==> src/rtl/shift_sequencer_if.sv <==
// Handshake and operand bundle for shift_sequencer; master issues requests,
// slave (the sequencer) reports status and the shifted result.
interface shift_sequencer_if;
  logic       start;
  logic [7:0] data_in;
  logic [3:0] count;
  logic [1:0] op_type;
  logic       ready;
  logic       busy;
  logic       done;
  logic [7:0] result;

  modport master (
    output start, data_in, count, op_type,
    input  ready, busy, done, result
  );

  modport slave (
    input  start, data_in, count, op_type,
    output ready, busy, done, result
  );
endinterface

==> src/rtl/shift_sequencer.sv <==
// Multi-cycle 1-bit-per-cycle shifter with IDLE/SHIFT/DONE sequencing.
// Optional rotate support is enabled by defining SHIFT_SEQ_ROTATE_EN.
module shift_sequencer (
  input  logic                clk,
  input  logic                rst,
  shift_sequencer_if.slave    bus
);

  typedef enum logic [1:0] {
    IDLE  = 2'd0,
    SHIFT = 2'd1,
    DONE  = 2'd2
  } state_t;

  typedef enum logic [1:0] {
    MODE_LOG   = 2'd0,
    MODE_ARITH = 2'd1,
    MODE_ROT   = 2'd2
  } mode_t;

  state_t     state_r;
  mode_t      mode_r;
  logic [7:0] work_r;
  logic [4:0] remaining_r;
  logic       dir_right_r;
  logic [7:0] result_r;
  logic       ready_r;
  logic       busy_r;
  logic       done_r;

  // Magnitude of a 4-bit two's-complement amount; -8 maps to 8.
  function automatic logic [4:0] shift_mag(input logic [3:0] amt);
    logic [4:0] mag;
    if (amt[3]) begin
      mag = {1'b0, ~amt} + 5'd1;
    end else begin
      mag = {1'b0, amt};
    end
    return mag;
  endfunction

  function automatic mode_t decode_mode(input logic [1:0] op);
    mode_t m;
    case (op)
      2'b00:   m = MODE_ARITH;
`ifdef SHIFT_SEQ_ROTATE_EN
      2'b01:   m = MODE_ROT;
`else
      2'b01:   m = MODE_LOG;
`endif
      2'b10:   m = MODE_LOG;
      2'b11:   m = MODE_LOG;
      default: m = MODE_LOG;
    endcase
    return m;
  endfunction

  function automatic logic [7:0] shift_step(input logic [7:0] w, input logic right, input mode_t m);
    logic [7:0] nxt;
    case (m)
      MODE_ARITH: nxt = right ? {w[7], w[7:1]} : {w[6:0], 1'b0};
`ifdef SHIFT_SEQ_ROTATE_EN
      MODE_ROT:   nxt = right ? {w[0], w[7:1]} : {w[6:0], w[7]};
`endif
      MODE_LOG:   nxt = right ? {1'b0, w[7:1]} : {w[6:0], 1'b0};
      default:    nxt = right ? {1'b0, w[7:1]} : {w[6:0], 1'b0};
    endcase
    return nxt;
  endfunction

  // Sequencer state, datapath and registered status outputs.
  always_ff @(posedge clk) begin
    if (rst) begin
      state_r     <= IDLE;
      mode_r      <= MODE_LOG;
      work_r      <= 8'h00;
      remaining_r <= 5'd0;
      dir_right_r <= 1'b0;
      result_r    <= 8'h00;
      ready_r     <= 1'b1;
      busy_r      <= 1'b0;
      done_r      <= 1'b0;
    end else begin
      case (state_r)
        IDLE: begin
          done_r <= 1'b0;
          if (bus.start) begin
            work_r      <= bus.data_in;
            dir_right_r <= bus.count[3];
            mode_r      <= decode_mode(bus.op_type);
            remaining_r <= shift_mag(bus.count);
            state_r     <= SHIFT;
            ready_r     <= 1'b0;
            busy_r      <= 1'b1;
          end else begin
            ready_r <= 1'b1;
            busy_r  <= 1'b0;
          end
        end
        SHIFT: begin
          if (remaining_r != 5'd0) begin
            work_r      <= shift_step(work_r, dir_right_r, mode_r);
            remaining_r <= remaining_r - 5'd1;
          end else begin
            result_r <= work_r;
            done_r   <= 1'b1;
            state_r  <= DONE;
          end
        end
        DONE: begin
          // A start seen here is deliberately dropped; it must reappear in IDLE.
          done_r  <= 1'b0;
          busy_r  <= 1'b0;
          ready_r <= 1'b1;
          state_r <= IDLE;
        end
        default: begin
          state_r <= IDLE;
          done_r  <= 1'b0;
          busy_r  <= 1'b0;
          ready_r <= 1'b1;
        end
      endcase
    end
  end

  assign bus.ready  = ready_r;
  assign bus.busy   = busy_r;
  assign bus.done   = done_r;
  assign bus.result = result_r;

endmodule
==> src/flat_wrapper.sv <==
// flat-port wrapper written by rule: the top's interface ports become plain ports
module shift_sequencer_flat 
  (clk, rst, bus_start, bus_data_in, bus_count, bus_op_type, bus_ready, bus_busy, bus_done, bus_result);
  shift_sequencer_if bus_i ();
  input  logic clk;
  input  logic rst;
  input wire logic [$bits(bus_i.start)-1:0] bus_start;
  input wire logic [$bits(bus_i.data_in)-1:0] bus_data_in;
  input wire logic [$bits(bus_i.count)-1:0] bus_count;
  input wire logic [$bits(bus_i.op_type)-1:0] bus_op_type;
  output wire logic [$bits(bus_i.ready)-1:0] bus_ready;
  output wire logic [$bits(bus_i.busy)-1:0] bus_busy;
  output wire logic [$bits(bus_i.done)-1:0] bus_done;
  output wire logic [$bits(bus_i.result)-1:0] bus_result;
  assign bus_i.start = bus_start;
  assign bus_i.data_in = bus_data_in;
  assign bus_i.count = bus_count;
  assign bus_i.op_type = bus_op_type;
  assign bus_ready = bus_i.ready;
  assign bus_busy = bus_i.busy;
  assign bus_done = bus_i.done;
  assign bus_result = bus_i.result;
  shift_sequencer u_core (.clk(clk), .rst(rst), .bus(bus_i));
endmodule
==> config.mk <==
export PLATFORM = sky130hd
export DESIGN_NAME = shift_sequencer_flat
export DESIGN_NICKNAME = d
export VERILOG_FILES = /design/src/rtl/shift_sequencer_if.sv /design/src/rtl/shift_sequencer.sv /design/src/flat_wrapper.sv
export SDC_FILE = /design/constraint.sdc
export NUM_CORES = 1
export LEC_CHECK = 0
export CORE_ASPECT_RATIO = 0.75
export CORE_MARGIN = 4
export CORE_UTILIZATION = 50
export DETAILED_ROUTE_END_ITERATION = 10
export PLACE_DENSITY = 0.84
export SETUP_SLACK_MARGIN = 0.15
export SYNTH_ARGS = -nofsm -noshare
export SYNTH_HDL_FRONTEND = slang
export SYNTH_SLANG_ARGS = --single-unit
==> constraint.sdc <==
create_clock -name clk -period 1.9 [get_ports clk]
set_input_delay 0.285 -clock clk [delete_from_list [all_inputs] [get_ports clk]]
set_output_delay 0.285 -clock clk [all_outputs]
set_load 0.01 [all_outputs]
==> results of run 1 <==
## through the flow
step / instance area [sq um] / utilization
4_1_cts: 1730 / 0.663
5_1_grt: 1820 / 0.699
2_1_floorplan: 1360 / -
6_report: 1820 / 0.699
3_3_place_gp: 1660 / 0.639
3_5_place_dp: 1660 / 0.639
## what timing repair did
item	in CTS	in global routing
setup endpoints to repair	12	17
gates cloned	0	1
hold buffers	0	0
resized for setup	1	13
buffers inserted	1	4
pin swaps	1	10
## worst register-to-register path: stages, from the launching register on
cell     delay [ns]
dfxtp_2        0.36
inv_2          0.08
ha_4           0.15
or4b_4         0.50
o21ai_4        0.22
buf_12         0.15
buf_6          0.10
nand2_2        0.05
a21oi_2        0.11
## cells by family (layout without fill, tap and decap cells)
logic type	after synthesis	after routing	synth area share
AND/OR/NAND/NOR	64	64	0.234
AO/OA/AOI/OAI	46	46	0.226
flip-flops	28	28	0.414
buffers and inverters	17	49	0.0572
multiplexers	6	6	0.0443
adder cells (fa/ha/maj)	2	2	0.0185
XOR/XNOR	1	1	0.00646
## sequential cells by signal, summed over array words and instances, names as in the netlist
register,cells
u_core.bus.busy,1
u_core.bus.ready,1
u_core.bus.result,8
u_core.state_r,2
u_core.mode_r,1
u_core.work_r,8
u_core.bus.done,1
u_core.dir_right_r,1
u_core.remaining_r,5
## final timing paths
path / from / end / cells past startpoint
worst max-delay path: u_core.remaining_r[0] / u_core.work_r[6] / 8
worst min-delay path: u_core.bus.result[1] / u_core.bus.result[1] / 2
worst max register to register: u_core.remaining_r[0] / u_core.work_r[6] / 8
worst min register to register: u_core.bus.result[1] / u_core.bus.result[1] / 2
## power groups by stage
stage                     Clock, uW  Sequential (uW)  Combinational [uW]
after floorplan                   0              721                 377
after global placement            0              735                 501
after detailed placement          0              743                 525
after CTS                       304              730                 556
after global routing            324              746                 728
final                           305              740                 664
## cell usage after synthesis, types with 3 or more instances
cell type  number  area, sq um
inv_1           5         18.8
a21oi_2         7         61.3
nor2_1          8         30.0
dfxtp_1        28          561
a21oi_1        16         80.1
clkbuf_1        5         18.8
nand3_1         9         45.0
nand2b_1        4         25.0
o211ai_1        8         60.1
nor3_1          5         25.0
nor2b_1         3         18.8
mux2i_1         6         60.1
nand2_1        26         97.6
o21ai_0         6         30.0
buf_2           5         25.0
## area by class of cell
cell class	instances	area share
multi-input cells	119	0.413
clock buffers	4	0.0200
inverters	5	0.0103
well taps	36	0.0248
flip-flops and latches	28	0.311
repair buffers	40	0.221
## metal layers
metal | track usage | wire length, microns | up-vias
met2 | 0.317 | 1940 | 41
met5 | 0 | 0 | -
li1 | - | - | 643
met4 | 0.0660 | 11 | 0
met1 | 0.257 | 1560 | 657
met3 | 0.0552 | 180 | 2
==> impl_results.md, run 1 <==
* Worst-Skew Late Latency at between 0.3 and 0.4 ns
* Seq. cell area at 566 sq um
* Final hold vios at 0
* Vias in the first global route at 1291
* First-pass GRT wire length at approximately 5500 microns
* Final slew viol count at 0
* DR vias at 1343
* Post-route setup slack at roughly 0.15 ns
* Kind of critical path: reg2reg
* Crit-path cells: inv_2 > ha_4 > or4b_4 > o21ai_4 > buf_12 > buf_6 > nand2_2 > a21oi_2
* Largest net degree at the start of global routing at 18
* Yosys reg bits at 28
* Most frequent cells in the layout: clkdlybuf4s50_1, nand2_1, dfxtp_1, a21oi_1, buf_4
* Routability congestion estimate at a little under 0.8
* WL final at approximately 3700 microns
* Hold WC Path Type: reg2reg
* Final setup TNS at 0 ns
* Worst Skew at approximately 0.0072 ns
* Final Setup Violations at 0
* CTS Buf Count at 3
* DP Worst Slack at roughly 0.069 ns
* Comb power frac at 0.389
* Die Span Y at 53.1 microns
* DR WL/cell at 15.9 microns
* Net Sw Frac at 0.352
* Syn Std Cell Area at around 1400 sq um
* FFs w/ async S/R, synth at 0
* Core Region at roughly 2600 sq um
* Fillers at ~220
* Worst EP required at between 2 and 2.5 ns
* Reg2Reg Setup Slack at 0.15 ns
* HPWL after DPL at 2480 microns
* Total power at between 1500 and 2000 uW
* Placed cell count at approximately 220
* Footprint of the multi-input gates at between 700 and 800 sq um
* Setup crit end kind: flip-flop
* Initial core utilization at 0.521
* Final net count at about 220
* Warnings, synthesis at 0
* CTS clk-pin slew, worst paths at about 0.16 ns
* CTS tree: done
* Reg power frac at 0.433
* Status: finished, final reports clean
* Peak supply drop at between 0.6 and 0.7 mV
* Fin crit period at between 1.5 and 2 ns
* Power per standard cell area at 940 nW/um^2
* P_sw at around 600 uW
* Clock group share of total power at 0.179
* H-tree depth at 1
* Drt initial violations at around 140
* CTS Buffer Depth at 2
* Via density at 5.79
* Worst path top cell family by delay: simple AND/OR/NAND/NOR gates
* CP max stage delay at about 0.5 ns
* Critical path data arrival time at about 2.0 ns
* Die area at approximately 3600 sq um
* Pint at between 1000 and 1500 uW
* Syn_nets at 183
* I/O pin cnt at 28
* Relative slew slack at 0.645
* Synth unique cells at 35
* P&R area growth vs syn at 34.2%
* Post-synth EDFFs at 0
* Hold Slack at around 0.47 ns
* Clk sink count at 28
* Tcrit/Tclk final at 0.922
* FMAX at 571 MHz
* RSZ-0062 raised after global routing: yes
* CTS root buf: clkbuf_4
* Fraction of layout cells with a size suffix above 1 at 0.199
* ANT nets after route at 0
* Register area share after synthesis at 0.414
* Initial antenna violation count at 0
* DRC Markers at 0
* Gr ovfl total at 0
* Buffer and inverter count on the worst path at 3
* Syn_area_per_cell at about 8.3 sq um
* Top_reg_cell synth: dfxtp_1
* Max FO, Critical Path at 6
* Die width at just under 70 microns
* LEAKAGE at ~0.00065 uW
* First-pass DRT Iterations at 4
* Worst slew pin tran at approximately 0.53 ns
* Max-cap violation count at 0
* Commonest non-fill, non-tap cell in the layout: clkdlybuf4s50_1
* Fin cells at roughly 230
* FP Rows at 16
* Crit path launch type: flip-flop
* Cells after Synth at about 160
* Port buffer count at 27
* Slowest library cell on the worst path: or4b_4
* All-Layer GR Usage at 0.199
* # diodes at 0
(Power assumes the default switching activity.)
==> inputs of run 2 (changes only) <==
--- a/config.mk
+++ b/config.mk
@@ -7,10 +7,11 @@
 export LEC_CHECK = 0
 export CORE_ASPECT_RATIO = 0.75
 export CORE_MARGIN = 4
-export CORE_UTILIZATION = 50
+export CORE_UTILIZATION = 45
 export DETAILED_ROUTE_END_ITERATION = 10
-export PLACE_DENSITY = 0.84
+export PLACE_DENSITY = 0.8
 export SETUP_SLACK_MARGIN = 0.15
+export SKIP_CTS_REPAIR_TIMING = 1
 export SYNTH_ARGS = -nofsm -noshare
 export SYNTH_HDL_FRONTEND = slang
 export SYNTH_SLANG_ARGS = --single-unit
==> constraint.sdc (replaced) <==
create_clock -name clk -period 1.45 [get_ports clk]
set_input_delay 0.2175 -clock clk [delete_from_list [all_inputs] [get_ports clk]]
set_output_delay 0.2175 -clock clk [all_outputs]
set_load 0.01 [all_outputs]
==> run 2 against run 1 <==
Effect of this change:
- the flow now finishes with violations (setup timing)
- flip-flop and latch count stayed put
- final area increased by 8.0%
- non-clock buffer count is 10 higher
- critical path depth shrank 1
- first-iteration DRC count decreased by 15%
- highest routed layer unchanged
==> impl_results.md, run 2 (synthesis gave the netlist of run 1 again) <==
* Status: complete, but fails checks
* Failing checks: setup timing
* Core Util, Final at 0.716 (+0.0172)
* Max-cap violation count at 0 (unchanged)
* Final Setup Violations at 22 (+22)
* I/O pin cnt at 28 (unchanged)
* Power per standard cell area at 1210 nW/um^2 (+29%)
* Via density at 5.58 (-3.6%)
* CTS Buffer Depth at 2 (unchanged)
* Worst-Skew Late Latency at 0.27 ns (-0.07 ns)
* Vias in the first global route at 1285 (-0.46%)
* HPWL after DPL at 2440 microns (-1.6%)
* Peak supply drop at 0.633 mV (+0.13%)
* Commonest non-fill, non-tap cell in the layout: dfxtp_1
* Core Region at 2740 sq um (+5.4%)
* Gr ovfl total at 0 (unchanged)
* DR WL/cell at 15.0 microns (-6.0%)
* Critical path data arrival time at 1.84 ns (-0.20 ns)
* Max FO, Critical Path at 6 (unchanged)
* Relative slew slack at 0.634 (-0.0115)
* FP Rows at 16 (unchanged)
* ANT nets after route at 0 (unchanged)
* Final net count at 226 (+4.6%)
* DR vias at 1350 (+0.52%)
* WL final at 3620 microns (-2.0%)
* Largest net degree at the start of global routing at 16 (-2)
* # diodes at 0 (unchanged)
* Hold Slack at 0.458 ns (-0.0127 ns)
* Fin crit period at 1.64 ns (-0.116 ns)
* Worst EP required at 1.66 ns (-0.52 ns)
* Pint at 1590 uW (+43%)
* H-tree depth at 1 (unchanged)
* Initial core utilization at 0.494 (-0.0266)
* Die width at 71.4 microns (+4.8%)
* Die area at 3960 sq um (+9.6%)
* LEAKAGE at 0.000895 uW (+39%)
* P&R area growth vs syn at 44.9%
* Final hold vios at 0 (unchanged)
* P_sw at 797 uW (+32%)
* Net Sw Frac at 0.334 (-0.0180)
* Clock group share of total power at 0.203 (+0.024)
* Final slew viol count at 0 (unchanged)
* Drt initial violations at 120 (-15%)
* Final setup TNS at -2.62 ns (-2.62 ns)
* First-pass GRT wire length at 5800 microns (+5.2%)
* Fraction of layout cells with a size suffix above 1 at 0.267 (+0.0680)
* DP Worst Slack at -0.177 ns (-0.246 ns)
* DRC Markers at 0 (unchanged)
* CTS Buf Count at 3 (unchanged)
* Comb power frac at 0.398 (+0.009)
* Die Span Y at 55.5 microns (+4.6%)
* Clk sink count at 28 (unchanged)
* RSZ-0062 raised after global routing: yes
* Crit path launch type: flip-flop
* Hold WC Path Type: reg2reg
* Reg power frac at 0.399 (-0.034)
* Worst Skew at 0.00383 ns (-0.00339 ns)
* CTS tree: done
* Worst slew pin tran at 0.549 ns (+0.0181 ns)
* Routability congestion estimate at 0.819 (+3.0%)
* Post-route setup slack at -0.186 ns (-0.334 ns)
* FMAX at 611 MHz (+7.1%)
* Most frequent cells in the layout: dfxtp_1, nand2_1, buf_4, clkdlybuf4s50_1, a21oi_1
* All-Layer GR Usage at 0.179 (-0.0199)
* CTS clk-pin slew, worst paths at 0.09 ns (-0.07 ns)
* Setup crit end kind: flip-flop
* Port buffer count at 27 (unchanged)
* CTS root buf: clkbuf_8
* Kind of critical path: reg2reg
* Total power at 2380 uW (+39%)
* Initial antenna violation count at 0 (unchanged)
* First-pass DRT Iterations at 4 (unchanged)
* Tcrit/Tclk final at 1.13 (+0.206)
-- run 2: cell types whose count changed in the layout (fill, tap and decap cells not counted), sizes merged --
cell / previous run / this run
buf: 12 / 22
clkdlybuf4s50: 27 / 16
dlymetal6s2s: 0 / 11
-- run 2: final cells by class --
class	instances	area [sq um]
tap	36	45.0
multi-input combinational	119	781
fill	199	779
clock buffer	4	55.1
timing repair buffer	50	500
inverter	5	18.8
sequential	28	563
-- run 2: final timing paths --
check / depth (start not counted) / startpoint / endpoint / slack, ns
hold reg to reg: 2 / u_core.bus.result[3] / u_core.bus.result[3] / 0.46
setup reg to reg: 7 / u_core.remaining_r[0] / u_core.remaining_r[1] / -0.19
setup / recovery: 7 / u_core.remaining_r[0] / u_core.remaining_r[1] / -0.19
hold / removal: 2 / u_core.bus.result[3] / u_core.bus.result[3] / 0.46
-- run 2: routing by layer --
metal / vias up / routed length [microns] / share of wire / track usage
li1: 660 / - / - / -
met1: 631 / 1570 / 0.43 / 0.236
met2: 55 / 1720 / 0.48 / 0.289
met3: 4 / 268 / 0.074 / 0.0362
met4: 0 / 61 / 0.017 / 0.0590
met5: - / 0 / 0 / 0
-- run 2: critical path, stage by stage, from the launching register on --
cell	delay (ns)
dfxtp_2	0.33
inv_2	0.07
ha_4	0.14
or4b_4	0.47
o21ai_4	0.20
clkbuf_16	0.19
nand2_2	0.05
a21oi_2	0.11
-- run 2: power by group through the flow --
stage / clock network, uW / registers (uW) / logic, uW
3_3_place_gp: 0 / 952 / 798
3_5_place_dp: 0 / 958 / 827
5_1_grt: 514 / 963 / 1040
2_1_floorplan: 0 / 950 / 528
6_report: 484 / 951 / 948
4_1_cts: 491 / 941 / 833
-- run 2: stage by stage --
stage | cell area (sq um) | std cells
after floorplan | 1390 | 164
after global placement | 1790 | 234
after detailed placement | 1790 | 234
after CTS | 1850 | 238
after global routing | 1960 | 242
final | 1960 | 242
==> inputs of run 3 (changes only) <==
--- a/config.mk
+++ b/config.mk
@@ -5,12 +5,14 @@
 export SDC_FILE = /design/constraint.sdc
 export NUM_CORES = 1
 export LEC_CHECK = 0
+export CELL_PAD_IN_SITES_DETAIL_PLACEMENT = 1
+export CELL_PAD_IN_SITES_GLOBAL_PLACEMENT = 2
 export CORE_ASPECT_RATIO = 0.75
 export CORE_MARGIN = 4
-export CORE_UTILIZATION = 45
+export CORE_UTILIZATION = 26
 export DETAILED_ROUTE_END_ITERATION = 10
 export PLACE_DENSITY = 0.8
-export SETUP_SLACK_MARGIN = 0.15
+export SETUP_SLACK_MARGIN = 0.02
 export SKIP_CTS_REPAIR_TIMING = 1
 export SYNTH_ARGS = -nofsm -noshare
 export SYNTH_HDL_FRONTEND = slang
==> constraint.sdc (replaced) <==
create_clock -name clk -period 1.3 [get_ports clk]
set_input_delay 0.195 -clock clk [delete_from_list [all_inputs] [get_ports clk]]
set_output_delay 0.195 -clock clk [all_outputs]
set_load 0.01 [all_outputs]
==> run 3 against run 2 <==
Effect of this change:
- the flow still finishes with violations (setup timing)
- critical path depth stayed put
- register-to-register slack worse by 0.13 ns
- clock skew is 0.0072 ns higher
- clock-buffer cell count fell by 1
- hold slack improved by 0.0040 ns
- fmax is 1.3% higher
- sequential power up 14%
- critical endpoint is now u_core.work_r[2]
- routed wire length is 13% higher
==> impl_results.md, run 3 (synthesis gave the netlist of run 1 again) <==
* Status: complete, but fails checks
* Failing checks: setup timing
* WL final at 4100 microns (+13%)
* Placed Area at 1860 sq um (+3.9%)
* ANT nets after route at 0 (unchanged)
* CTS clk-pin slew, worst paths at 0.10 ns (about the same)
* FP Rows at 22 (+6)
* Power per standard cell area at 1410 nW/um^2 (+16%)
* Hold Crit Depth at 2 (unchanged)
* Die width at 91.4 microns (+28%)
* DRC Markers at 0 (unchanged)
* Worst EP required at 1.52 ns (-0.14 ns)
* Kind of critical path: reg2reg
* Final slew viol count at 0 (unchanged)
* Max-cap violation count at 0 (unchanged)
* First-pass DRT Iterations at 4 (unchanged)
* Hold Path End: u_core.bus.result[0]
* Die Span Y at 70.5 microns (+27%)
* Via density at 4.95 (-11%)
* CTS Buf Count at 3 (unchanged)
* Initial antenna violation count at 0 (unchanged)
* Initial core utilization at 0.273 (-0.221)
* Worst Skew at 0.0111 ns (+0.00722 ns)
* Clk sink count at 28 (unchanged)
* Commonest non-fill, non-tap cell in the layout: buf_4
* FMAX at 619 MHz (+1.3%)
* Worst-Skew Late Latency at 0.28 ns (about the same)
* Setup crit end kind: flip-flop
* Design area at 2180 sq um (+11%)
* Core Util, Final at 0.440 (-0.276)
* Peak supply drop at 0.720 mV (+14%)
* CP max stage delay at 0.48 ns (about the same)
* Worst slew pin tran at 0.578 ns (+0.0287 ns)
* DR WL/cell at 14.8 microns (-1.1%)
* Relative slew slack at 0.614 (-0.0192)
* Gr ovfl total at 0 (unchanged)
* Port buffer count at 27 (unchanged)
* Reg2Reg Depth at 7 (unchanged)
* H-tree depth at 1 (unchanged)
* Reg2Reg Launch Point: u_core.remaining_r[0]
* Hold Path Origin: u_core.bus.result[0]
* P&R area growth vs syn at 60.9%
* Reg2reg end: u_core.work_r[2]
* Slowest library cell on the worst path: or4b_4
* Final Setup Violations at 23 (+4.5%)
* Core Region at 4950 sq um (+81%)
* Post-route setup slack at -0.315 ns (-0.130 ns)
* DR vias at 1371 (+1.6%)
* Max FO, Critical Path at 8 (+2)
* CTS Buffer Depth at 2 (unchanged)
* CTS tree: done
* Fin crit period at 1.62 ns (-0.0203 ns)
* RSZ-0062 raised after global routing: yes
* Most frequent cells in the layout: buf_4, dfxtp_1, nand2_1, clkdlybuf4s50_1, a21oi_2
* Crit-path cells: inv_2 > ha_4 > or4b_4 > o21ai_4 > buf_6 > nand2_1 > a21oi_2
* Routability congestion estimate at 0.728 (-11%)
* Critical path data arrival time at 1.83 ns (about the same)
* LEAKAGE at 0.000964 uW (+7.7%)
* All-Layer GR Usage at 0.126 (-0.0528)
* Reg2Reg Setup Slack at -0.32 ns (-0.13 ns)
* Vias in the first global route at 1422 (+11%)
* Die area at 6440 sq um (+63%)
* Drt initial violations at 52 (-57%)
* Buffer and inverter count on the worst path at 2 (unchanged)
* I/O pin cnt at 28 (unchanged)
* First-pass GRT wire length at 6640 microns (+14%)
* Largest net degree at the start of global routing at 17 (+1)
* Final net count at 237 (+4.9%)
* Final hold vios at 0 (unchanged)
* CTS root buf: clkbuf_8
* # diodes at 0 (unchanged)
* Worst path top cell family by delay: simple AND/OR/NAND/NOR gates
* Crit path launch type: flip-flop
* HPWL after DPL at 2920 microns (+20%)
* Final setup TNS at -5.20 ns (-2.58 ns)
* Tcrit/Tclk final at 1.24 (+0.115)
* Fraction of layout cells with a size suffix above 1 at 0.364 (+0.0971)
* Hold WC Path Type: reg2reg
## run 3: cell count changes in the layout (fill, tap and decap cells not counted), moves of 2 or more
cell,before,now
a21oi_2,8,14
nand2_1,21,19
nand3_2,0,2
buf_4,21,29
buf_6,0,4
a21oi_1,15,9
nand3_1,9,6
## run 3: layer usage
| layer | vias up | part of all wire | track usage |
|---|---|---|---|
| li1 | 685 | - | - |
| met2 | 27 | 0.45 | 0.195 |
| met1 | 657 | 0.49 | 0.175 |
| met5 | - | 0 | 0 |
| met3 | 2 | 0.055 | 0.0398 |
| met4 | 0 | 0.0020 | 0.0201 |
## run 3: area by class of cell
class | count | area (sq um)
Fill cell | 566 | 2770
Multi-Input combinational cell | 119 | 871
Inverter | 5 | 18.8
Timing Repair Buffer | 61 | 581
Clock inverter | 1 | 30.0
Tap cell | 60 | 75.1
Clock buffer | 3 | 41.3
Sequential cell | 28 | 564
## run 3: where the power goes
group / total [uW] / internal (uW) / switching (uW)
combinational: 1300 / 685 / 610
clock: 706 / 413 / 293
sequential: 1080 / 964 / 115
## run 3: metrics by stage
| stage | total power [uW] | cells | hold slack (ns) | setup WS [ns] |
|---|---|---|---|---|
| floorplan | 1650 | 164 | 0.331 | -0.240 |
| global placement | 2000 | 265 | 0.445 | -0.356 |
| detailed placement | 2050 | 265 | 0.453 | -0.467 |
| CTS | 2770 | 269 | 0.469 | -0.371 |
| global route | 3270 | 277 | 0.491 | -0.399 |
| finish | 3080 | 277 | 0.462 | -0.315 |
## run 3: worst min-delay path, cell delays in order (launching register included)
cell     delay, ns
dfxtp_1       0.32
nand2_1       0.05
a21oi_1       0.05
## run 3: worst max path at each step
| stage | from | to | slack (ns) | cells after the start |
|---|---|---|---|---|
| 6_report | u_core.remaining_r[0] | u_core.work_r[2] | -0.32 | 7 |
| 5_1_grt | u_core.remaining_r[0] | u_core.remaining_r[2] | -0.40 | 7 |
| 4_1_cts | u_core.remaining_r[1] | u_core.work_r[1] | -0.37 | 7 |
| 3_5_place_dp | bus_start | u_core.remaining_r[0] | -0.47 | 5 |
| 3_3_place_gp | bus_start | u_core.remaining_r[0] | -0.36 | 5 |
| 2_1_floorplan | u_core.remaining_r[1] | u_core.remaining_r[1] | -0.24 | 7 |
